**config.mk**
```make
export PLATFORM = sky130hd
export DESIGN_NAME = instr_dispatch_queue_flat
export DESIGN_NICKNAME = d
export VERILOG_FILES = /design/src/rtl/instr_dispatch_queue_if.sv /design/src/rtl/instr_dispatch_queue.sv /design/src/flat_wrapper.sv
export SDC_FILE = /design/constraint.sdc
export NUM_CORES = 1
export LEC_CHECK = 0
export BUFFER_PORTS_ARGS = -buffer_cell sky130_fd_sc_hd__buf_2
export CORE_MARGIN = 4
export CORE_UTILIZATION = 40
export CTS_CLUSTER_SIZE = 30
export DETAILED_ROUTE_END_ITERATION = 8
export GPL_TIMING_DRIVEN = 0
export SLEW_MARGIN = 20
export SYNTH_ARGS = -nofsm -noshare
export SYNTH_HDL_FRONTEND = slang
export SYNTH_SLANG_ARGS = --single-unit
```
**constraint.sdc**
```tcl
create_clock -name clk -period 3.3 [get_ports clk]
set_input_delay 0.165 -clock clk [delete_from_list [all_inputs] [get_ports clk]]
set_output_delay 0.165 -clock clk [all_outputs]
set_load 0.01 [all_outputs]
```
**src/rtl/instr_dispatch_queue_if.sv**
```systemverilog
// rtl/instr_dispatch_queue_if.sv - enqueue and mp_top injection handshake bundle
interface instr_dispatch_queue_if #(
    parameter int CORE_SEL_W = 2
);
    logic                  enq_valid;
    logic [31:0]           enq_word;
    logic [CORE_SEL_W-1:0] enq_core_sel;
    logic                  enq_ready;
    logic                  instr_valid;
    logic [31:0]           instr_word;
    logic [CORE_SEL_W-1:0] instr_core_sel;
    logic                  instr_ready;

    // master: producer plus mp_top; slave: the dispatch queue itself
    modport master (
        output enq_valid, enq_word, enq_core_sel,
        input  enq_ready,
        input  instr_valid, instr_word, instr_core_sel,
        output instr_ready
    );

    modport slave (
        input  enq_valid, enq_word, enq_core_sel,
        output enq_ready,
        output instr_valid, instr_word, instr_core_sel,
        input  instr_ready
    );
endinterface

```
**src/rtl/instr_dispatch_queue.sv**
```systemverilog
// rtl/instr_dispatch_queue.sv - show-ahead instruction FIFO feeding the mp_top injection port
module instr_dispatch_queue #(
    parameter int N           = 3,
    parameter int DEPTH       = 8,
    parameter int CORE_SEL_W  = (N <= 1) ? 1 : $clog2(N),
    parameter int STALL_LIMIT = 64,
    parameter int CNT_W       = 16
) (
    input  logic                        clk,
    input  logic                        reset,
    instr_dispatch_queue_if.slave       io,
    input  logic                        flush,
    output logic [$clog2(DEPTH):0]      count,
    output logic                        bad_sel_err,
    output logic                        stall_err,
    output logic [N-1:0][CNT_W-1:0]     issued_cnt
);
    localparam int PTR_W = $clog2(DEPTH);
    localparam int SC_W  = $clog2(STALL_LIMIT + 1);

    typedef enum logic [1:0] {ST_EMPTY, ST_PRESENT, ST_STALLED} state_t;

    typedef struct packed {
        logic [CORE_SEL_W-1:0] sel;
        logic [31:0]           word;
    } entry_t;

    entry_t [DEPTH-1:0]      mem_q, mem_d;
    logic [PTR_W:0]          wr_ptr_q, wr_ptr_d;
    logic [PTR_W:0]          rd_ptr_q, rd_ptr_d;
    logic [SC_W-1:0]         stall_cnt_q, stall_cnt_d;
    logic                    stall_err_q, stall_err_d;
    logic                    bad_sel_q, bad_sel_d;
    logic [N-1:0][CNT_W-1:0] issued_q, issued_d;
    state_t                  state_q, state_d;

    logic           empty;
    logic           full;
    logic           sel_ok;
    logic           enq_fire;
    logic           wr_en;
    logic           pop;
    logic [PTR_W:0] count_d;
    entry_t         head;

    assign empty = (wr_ptr_q == rd_ptr_q);
    assign full  = (wr_ptr_q[PTR_W] != rd_ptr_q[PTR_W]) &&
                   (wr_ptr_q[PTR_W-1:0] == rd_ptr_q[PTR_W-1:0]);

    assign sel_ok   = int'(io.enq_core_sel) < N;
    assign enq_fire = io.enq_valid && !full;
    assign wr_en    = enq_fire && sel_ok && !flush;
    assign pop      = !empty && io.instr_ready;

    // Head comes straight from storage: while not empty the head slot is never the write slot,
    // so word/sel cannot move under back-pressure.
    assign head              = mem_q[rd_ptr_q[PTR_W-1:0]];
    assign io.instr_valid    = !empty;
    assign io.instr_word     = empty ? '0 : head.word;
    assign io.instr_core_sel = empty ? '0 : head.sel;
    assign io.enq_ready      = !full;

    assign count       = wr_ptr_q - rd_ptr_q;
    assign bad_sel_err = bad_sel_q;
    assign stall_err   = stall_err_q;
    assign issued_cnt  = issued_q;

    always_comb begin
        mem_d       = mem_q;
        wr_ptr_d    = wr_ptr_q;
        rd_ptr_d    = rd_ptr_q;
        stall_cnt_d = stall_cnt_q;
        stall_err_d = stall_err_q;
        issued_d    = issued_q;
        state_d     = state_q;
        bad_sel_d   = enq_fire && !sel_ok;

        if (wr_en) begin
            mem_d[wr_ptr_q[PTR_W-1:0]].word = io.enq_word;
            mem_d[wr_ptr_q[PTR_W-1:0]].sel  = io.enq_core_sel;
            wr_ptr_d = wr_ptr_q + 1'b1;
        end

        if (pop) begin
            rd_ptr_d = rd_ptr_q + 1'b1;
            issued_d[head.sel] = issued_q[head.sel] + CNT_W'(1);
        end

        count_d = wr_ptr_d - rd_ptr_d;

        if (pop || empty) begin
            stall_cnt_d = '0;
        end else if (stall_cnt_q != SC_W'(STALL_LIMIT)) begin
            stall_cnt_d = stall_cnt_q + 1'b1;
        end

        case (state_q)
            ST_EMPTY: begin
                if (count_d != '0) state_d = ST_PRESENT;
            end
            ST_PRESENT: begin
                if (count_d == '0) begin
                    state_d = ST_EMPTY;
                end else if (stall_cnt_d == SC_W'(STALL_LIMIT)) begin
                    state_d = ST_STALLED;
                end
            end
            ST_STALLED: begin
                if (pop) state_d = (count_d == '0) ? ST_EMPTY : ST_PRESENT;
            end
            default: state_d = ST_EMPTY;
        endcase

        if (state_q == ST_PRESENT && state_d == ST_STALLED) stall_err_d = 1'b1;

        // Flush drops queue contents and the watchdog, but a same-cycle pop is still counted.
        if (flush) begin
            wr_ptr_d    = '0;
            rd_ptr_d    = '0;
            stall_cnt_d = '0;
            stall_err_d = 1'b0;
            state_d     = ST_EMPTY;
        end
    end

    always_ff @(posedge clk) begin
        if (reset) begin
            mem_q       <= '0;
            wr_ptr_q    <= '0;
            rd_ptr_q    <= '0;
            stall_cnt_q <= '0;
            stall_err_q <= 1'b0;
            bad_sel_q   <= 1'b0;
            issued_q    <= '0;
            state_q     <= ST_EMPTY;
        end else begin
            mem_q       <= mem_d;
            wr_ptr_q    <= wr_ptr_d;
            rd_ptr_q    <= rd_ptr_d;
            stall_cnt_q <= stall_cnt_d;
            stall_err_q <= stall_err_d;
            bad_sel_q   <= bad_sel_d;
            issued_q    <= issued_d;
            state_q     <= state_d;
        end
    end
endmodule

```
**src/flat_wrapper.sv**
```systemverilog
// flat-port wrapper written by rule: the top's interface ports become plain ports
module instr_dispatch_queue_flat 
#(
    parameter int N           = 3,
    parameter int DEPTH       = 8,
    parameter int CORE_SEL_W  = (N <= 1) ? 1 : $clog2(N),
    parameter int STALL_LIMIT = 64,
    parameter int CNT_W       = 16
)
  (clk, reset, flush, count, bad_sel_err, stall_err, issued_cnt, io_enq_valid, io_enq_word, io_enq_core_sel, io_enq_ready, io_instr_valid, io_instr_word, io_instr_core_sel, io_instr_ready);
  instr_dispatch_queue_if #(.CORE_SEL_W(CORE_SEL_W)) io_i ();
  input  logic clk;
  input  logic reset;
  input  logic flush;
  output logic [$clog2(DEPTH):0] count;
  output logic bad_sel_err;
  output logic stall_err;
  output logic [N-1:0][CNT_W-1:0] issued_cnt;
  input wire logic [$bits(io_i.enq_valid)-1:0] io_enq_valid;
  input wire logic [$bits(io_i.enq_word)-1:0] io_enq_word;
  input wire logic [$bits(io_i.enq_core_sel)-1:0] io_enq_core_sel;
  output wire logic [$bits(io_i.enq_ready)-1:0] io_enq_ready;
  output wire logic [$bits(io_i.instr_valid)-1:0] io_instr_valid;
  output wire logic [$bits(io_i.instr_word)-1:0] io_instr_word;
  output wire logic [$bits(io_i.instr_core_sel)-1:0] io_instr_core_sel;
  input wire logic [$bits(io_i.instr_ready)-1:0] io_instr_ready;
  assign io_i.enq_valid = io_enq_valid;
  assign io_i.enq_word = io_enq_word;
  assign io_i.enq_core_sel = io_enq_core_sel;
  assign io_enq_ready = io_i.enq_ready;
  assign io_instr_valid = io_i.instr_valid;
  assign io_instr_word = io_i.instr_word;
  assign io_instr_core_sel = io_i.instr_core_sel;
  assign io_i.instr_ready = io_instr_ready;
  instr_dispatch_queue #(.N(N), .DEPTH(DEPTH), .CORE_SEL_W(CORE_SEL_W), .STALL_LIMIT(STALL_LIMIT), .CNT_W(CNT_W)) u_core (.clk(clk), .reset(reset), .io(io_i), .flush(flush), .count(count), .bad_sel_err(bad_sel_err), .stall_err(stall_err), .issued_cnt(issued_cnt));
endmodule
```
* Yosys cells after proc, flatten, opt, wreduce, memory -nomap -nowiden
Index checks and enable logic that the tools add are counted.
W data, S select, Z words.
** Cells by class
- Add/sub/neg operators :: 6
- Equal/unequal tests :: 8
- Magnitude comparators :: 6
- Reduce and logical (&&, ||, !) cells :: 18
- Multiplexer cells :: 25
** Operators with widths (count)
- $bwmux W272 :: 2
- $demux W34 S3 :: 2
- $bmux W34 S3 :: 1
- $mux W34 :: 2
- $mux W32 :: 2
- $bwmux W48 :: 1
- $bmux W16 S2 :: 1
- $demux W16 S2 :: 1
- $mux W16 :: 2
- $add A16 B1 Y16 const B :: 1
- $mux W7 :: 2
- $mux W2 :: 5
- $logic_and A1 B1 Y1 :: 9
- $add A4 B1 Y4 const B :: 2
- $lt A3 B4 Y1 const B :: 2
- $mux W4 :: 2
- $sub A4 B4 Y4 :: 2
- $add A7 B1 Y7 const B :: 1
- $eq A7 B7 Y1 const B :: 1
- $ne A7 B7 Y1 const B :: 1
- $pmux W2 S3 :: 1
- $eq A2 B2 Y1 const B :: 2
- $eq A4 B4 Y1 :: 1
- $logic_not A1 Y1 :: 4
- other kinds (13) :: 13
** Storage, ports and cells
- Input port bits :: 39
- Flip-flop bits (word level) :: 339
- Word-level logic and storage cells :: 88

* Logic depth before layout (Yosys ltp)
- Depth in word-level cells :: 14
- Gate-level depth with buffers :: 19

* Worst setup path after synthesis
OpenSTA, ideal clock, no wires.
- Path kind :: reg-to-reg
- Start :: register u_core.rd_ptr_q[2]
- End :: register u_core.stall_err_q (netlist: u_core.stall_err)
- Slack :: -420 ps
- Stages on the path, launching flop included :: 19
- Path buffers :: 3
- Required time :: 3173 ps
- Data arrival time :: 3593 ps
- Period minus slack after synthesis :: 3720 ps
- Cells stage by stage :: dfxtp_1 buf_2 clkinv_1 clkbuf_1 ha_1 nand3_1 nor2_1 inv_1 and2_1 clkbuf_1 a21oi_1 ha_1 a21o_1 a21oi_1 xor2_1 xnor2_1 nand4_1 nand4b_1 a21oi_1
** On the way
- Elaborated cells between the ends (all ways) :: 26
** RTL lines
- start: declaration :: RTL line instr_dispatch_queue.sv:30 : logic [PTR_W:0] rd_ptr_q, rd_ptr_d;
- start signal: assignment :: RTL line instr_dispatch_queue.sv:139 : rd_ptr_q <= rd_ptr_d;
- $eq A4 B4 Y1 * :: RTL line instr_dispatch_queue.sv:46 : assign empty = (wr_ptr_q == rd_ptr_q);
- $logic_not A1 Y1 *
- named net io_instr_valid :: RTL line flat_wrapper.sv:23 : output wire logic [$bits(io_i.instr_valid)-1:0] io_instr_valid;
- $logic_and A1 B1 Y1 * :: RTL line instr_dispatch_queue.sv:53 : assign pop = !empty && io.instr_ready;
- $mux W4 or $logic_or A1 B1 Y1 (tied branches) :: RTL line instr_dispatch_queue.sv:84, instr_dispatch_queue.sv:91
- $sub A4 B4 Y4 or $mux W7 (tied branches) :: RTL line instr_dispatch_queue.sv:89, instr_dispatch_queue.sv:91
- $logic_not A4 Y1 or $eq A7 B7 Y1 (tied branches) :: RTL line instr_dispatch_queue.sv:102, instr_dispatch_queue.sv:109, instr_dispatch_queue.sv:104
- $mux W1 or $mux W2 (tied branches) :: RTL line instr_dispatch_queue.sv:109, instr_dispatch_queue.sv:104
- $mux W2 (on tied branches) :: RTL line instr_dispatch_queue.sv:109, instr_dispatch_queue.sv:102
- $pmux W2 S3 * :: RTL line instr_dispatch_queue.sv:97 : case (state_q)
- $eq A2 B2 Y1 * :: RTL line instr_dispatch_queue.sv:114 : if (state_q == ST_PRESENT && state_d == ST_STALLED) stall_err_d = 1'b1;
- $logic_and A1 B1 Y1 * :: RTL line instr_dispatch_queue.sv:114
- end signal: assignment :: RTL line instr_dispatch_queue.sv:141 : stall_err_q <= stall_err_d;
- end: declaration :: RTL line instr_dispatch_queue.sv:32 : logic stall_err_q, stall_err_d;
The timed path passes the listed nets; every way through them passes the cells marked *.
A chain may end at the register's enable or synchronous reset.

* Worst setup path in the final report
- Start :: register u_core.rd_ptr_q[0]
- End :: register u_core.issued_q, in the netlist u_core.issued_cnt[14]
** On the way
- Cells in the longest elaborated chain, start to end :: 7
- Elaborated cells between the ends (all ways) :: 14
** RTL lines
- branches (longest 7 deep; another with $add A16 B1 Y16)
- end signal: assignment :: RTL line instr_dispatch_queue.sv:143 : issued_q <= issued_d;
- end: declaration :: RTL line instr_dispatch_queue.sv:34 : logic [N-1:0][CNT_W-1:0] issued_q, issued_d;
Several ways; the timed one is not identified. The select of a mux whose other input is x is not followed.

==> run_results.csv <==
group,metric,value,unit
run_status,status,"finished, violations left",
run_status,violations,"setup timing",
final_layout,nFillCells,3578,
sta,setup_ws,-0.0427,ns
sta,hold_ws,0.0171,ns
route,avgRoutedWirePerCell,19.6,um
run,maxCapViolations,0,
global_routing,grtUsageMet3,3.75,%
placed_design,routabilityCongestion,0.876,
global_routing,grt_pass1_vias,12900,
sta,finalSetupViolations,4,
sta,min_period,3.34,ns
global_routing,groute.layer.met1.usage,30.3,%
sta,worst_pin_slew,0.965,ns
sta,hold_viol,0,
sta,finalClockSkew,0.0225,ns
setup_path,worstPathBufferInverterCount,5,
global_routing,grt_use_total,22.1,%
global_routing,antenna_found_initial,2,
synthesis,ys_types,58,
route,vias_per_cell,5.40,
final_layout,areaGrowthSynthToFinish,22.6,%
placed_design,dp_hpwl,31.9,mm
clock_tree,cts-root-buf,"clkbuf_16",
synthesis,synth_seq_cells,339,
setup_path,slowest_stage,"mux4_2",
clock_tree,numCtsBuffers,39,
setup_path,crit_fanout,8,
clock_tree,cts_buffer_depth,3,
sta,maxSlewHeadroom,35.7,%
synthesis,synth_nets,1748,
die,num_io_pins,129,
setup_path,cpPeakStageDelay,0.54,ns
setup_path,cp_cell_sequence,"buf_12 -> mux4_2 -> buf_6 -> mux2i_4 -> a21oi_4 -> buf_6 -> clkbuf_16 -> nand2_2 -> o21ai_4 -> ha_4 -> o21ai_2 -> o32ai_4 -> buf_6 -> o21ai_4 -> nor4_4 -> and3_1 -> a311o_1",
setup_path,crit_path_frequent_cell,"buf_6",
synthesis,netlist_area,15500,um2
die,start_util,40.8,%
final_layout,nets,1929,
global_routing,grt_pass1_wl,73.5,mm
route,firstDrtPassIters,7,
setup_path,arrival,3.76,ns
route,ant_nets,0,
route,vias,13100,
synthesis,syn_avg_cell_area,9.13,um2
setup_path,startpoint_type,"register",
setup_path,path_class,"register to register",
route,remaining_drc_errors,0,
pwr,power_density,494,nW/um2
clock_tree,clk_latency,0.53,ns
route,drtIter0Drc,843,
global_routing,grt_busiest_layer,"met2",
die,die_w,205,um
sta,finalMaxSlewViolations,0,
die,dieArea,41900,um2
global_routing,grt_overflow_total,0,
clock_tree,clock_sinks,339,
placed_design,portBuffers,93,
setup_path,end_kind,"register",
sta,fmax,299,MHz
die,die_h,205,um
pwr,total_power,9.38,mW
setup_path,crit_required,3.72,ns
die,core_region_area,37900,um2
global_routing,grt_max_degree,14,
sta,rsz0062_at_grt,"true",
synthesis,synthCells,1697,
pwr,vdd_drop_max,0.309,mV
synthesis,yosys_warnings,0,
clock_tree,clk_pin_slew_worst_paths,0.06,ns
pwr,p_leak,6.63,nW
synthesis,async_flop_share,0,%
synthesis,synth_edf_count,0,
sta,period_share,101,%
setup_path,critical-path-top-delay-family,"multiplexers",
placed_design,place_area,16700,um2
final_layout,layout-drive-gt1-share,19.5,%
synthesis,synth-seq-area-share,43.8,%
final_layout,fin_area,19000,um2
worst_hold_path,hold_class,"primary input to register",
synthesis,synth_flop_cell,"dfxtp_1",
global_routing,use_met2,35.9,%
route,wl,47.5,mm
die,fp-row-count,71,
clock_tree,cts_tree,"built",
clock_tree,h-tree-depth,2,
-- layer usage --
layer / vias to the layer above / part of all wire, %
met5: - / 0.036
met4: 2 / 2.9
met3: 93 / 6.1
met2: 408 / 47
met1: 6358 / 44
li1: 6203 / -
-- metrics by stage --
step / util, % / std cells / TNS [ns] / worst slack, ns
global placement: 44.0 / 2301 / -133.69 / -0.828
global route: 50.1 / 2418 / -0.418 / -0.102
floorplan: - / 1697 / 0 / 0.000437
CTS: 49.4 / 2398 / -0.110 / -0.0554
detailed placement: 44.0 / 2302 / -142.36 / -0.934
finish: 50.1 / 2418 / -0.0873 / -0.0427
-- final timing paths --
kind / cells after the start / from / end / slack (ns)
setup reg to reg: 17 / u_core.rd_ptr_q[0] / u_core.issued_cnt[14] / -0.04
hold / removal: 3 / io_enq_word[5] / u_core.mem_q[39] / 0.02
setup / recovery: 17 / u_core.rd_ptr_q[0] / u_core.issued_cnt[14] / -0.04
hold reg to reg: 2 / u_core.stall_err / u_core.stall_err / 0.44
-- placed cells by master (no fill, tap or decap), types with 7 or more instances in the layout --
cell / count
mux4_2: 66
mux2i_1: 213
bufinv_16: 7
nand3_1: 39
o21ai_0: 21
nand2_1: 276
nand4_1: 9
buf_1: 7
clkbuf_2: 20
xor2_1: 8
ha_1: 8
clkbuf_16: 44
a21oi_1: 142
inv_1: 11
clkbuf_1: 105
buf_4: 44
dfxtp_1: 336
nor3_1: 13
nor2_1: 239
clkbuf_8: 13
or3_1: 7
xnor2_1: 20
and2_1: 10
and3_1: 8
buf_2: 96
-- synth_stat cells, drive strengths merged (3+ instances only) --
library cell / n / area share (%)
mux2: 4 / 0.34
xor2: 8 / 0.45
nand4: 10 / 0.44
or4: 3 / 0.15
nand3b: 5 / 0.24
o211ai: 3 / 0.15
clkbuf: 128 / 3.1
o21ai: 28 / 0.93
nand3: 44 / 1.4
mux2i: 217 / 14
and3: 10 / 0.40
a21oi: 145 / 4.7
a211oi: 4 / 0.19
or3: 8 / 0.32
nand2: 280 / 6.8
mux4: 66 / 9.6
or2: 4 / 0.16
buf: 20 / 0.62
a21o: 5 / 0.24
a311o: 5 / 0.32
inv: 12 / 0.29
o21a: 5 / 0.24
dfxtp: 339 / 44
xnor2: 20 / 1.1
o22ai: 6 / 0.24
and2: 11 / 0.44
nor3: 16 / 0.52
nand2b: 7 / 0.28
nor2: 248 / 6.0
ha: 11 / 0.89
a31oi: 3 / 0.12
-- worst register-to-register path: stages (launching register included) --
cell and delay, ns:
dfxtp_4 0.37, buf_12 0.14, mux4_2 0.55, buf_6 0.14, mux2i_4 0.33, a21oi_4 0.08
buf_6 0.15, clkbuf_16 0.16, nand2_2 0.09, o21ai_4 0.06, ha_4 0.18, o21ai_2 0.08
o32ai_4 0.14, buf_6 0.16, o21ai_4 0.06, nor4_4 0.07, and3_1 0.18, a311o_1 0.30
-- sequential cells by signal, summed over array words and instances, names as in the netlist --
signal and flops:
u_core.state_q 2, u_core.issued_cnt 48, u_core.wr_ptr_q 4, u_core.bad_sel_err 1, u_core.stall_cnt_q 7, u_core.rd_ptr_q 4, u_core.stall_err 1, u_core.mem_q 272
-- repair_timing --
action / CTS / global route
hold endpoints to repair: 5 / 0
setup buffers: 25 / 22
endpoints found under the setup margin: 319 / 127
pin swaps: 15 / 17
gates cloned: 0 / 0
gates resized for setup: 90 / 35
hold buffers: 4 / 0
-- cell families after synthesis --
| family | after synthesis | synth area share (%) |
|---|---|---|
| AO/OA/AOI/OAI | 217 | 7.97 |
| XOR/XNOR | 28 | 1.58 |
| adder cells (fa/ha/maj) | 12 | 1.02 |
| buffers and inverters | 161 | 4.04 |
| flip-flops | 339 | 43.8 |
| multiplexers | 287 | 24.0 |
| AND/OR/NAND/NOR | 653 | 17.6 |
-- report_power, final --
part           switching (mW)  internal (mW)
sequential             0.0138           4.11
combinational           0.288          0.123
clock                    1.74           3.10
total                    2.04           7.33
-- layout make-up --
type	instances	area (um2)	share of cell area (%)
Inverter	13	65.1	0.342
Multi-Input combinational cell	1197	8440	44.4
Tap cell	511	639	3.37
Clock inverter	12	241	1.27
Buffer	144	724	3.81
Sequential cell	339	6800	35.8
Clock buffer	57	1220	6.40
Timing Repair Buffer	144	870	4.58
Antenna cell	1	2.50	0.0132
(Power assumes the default switching activity.)
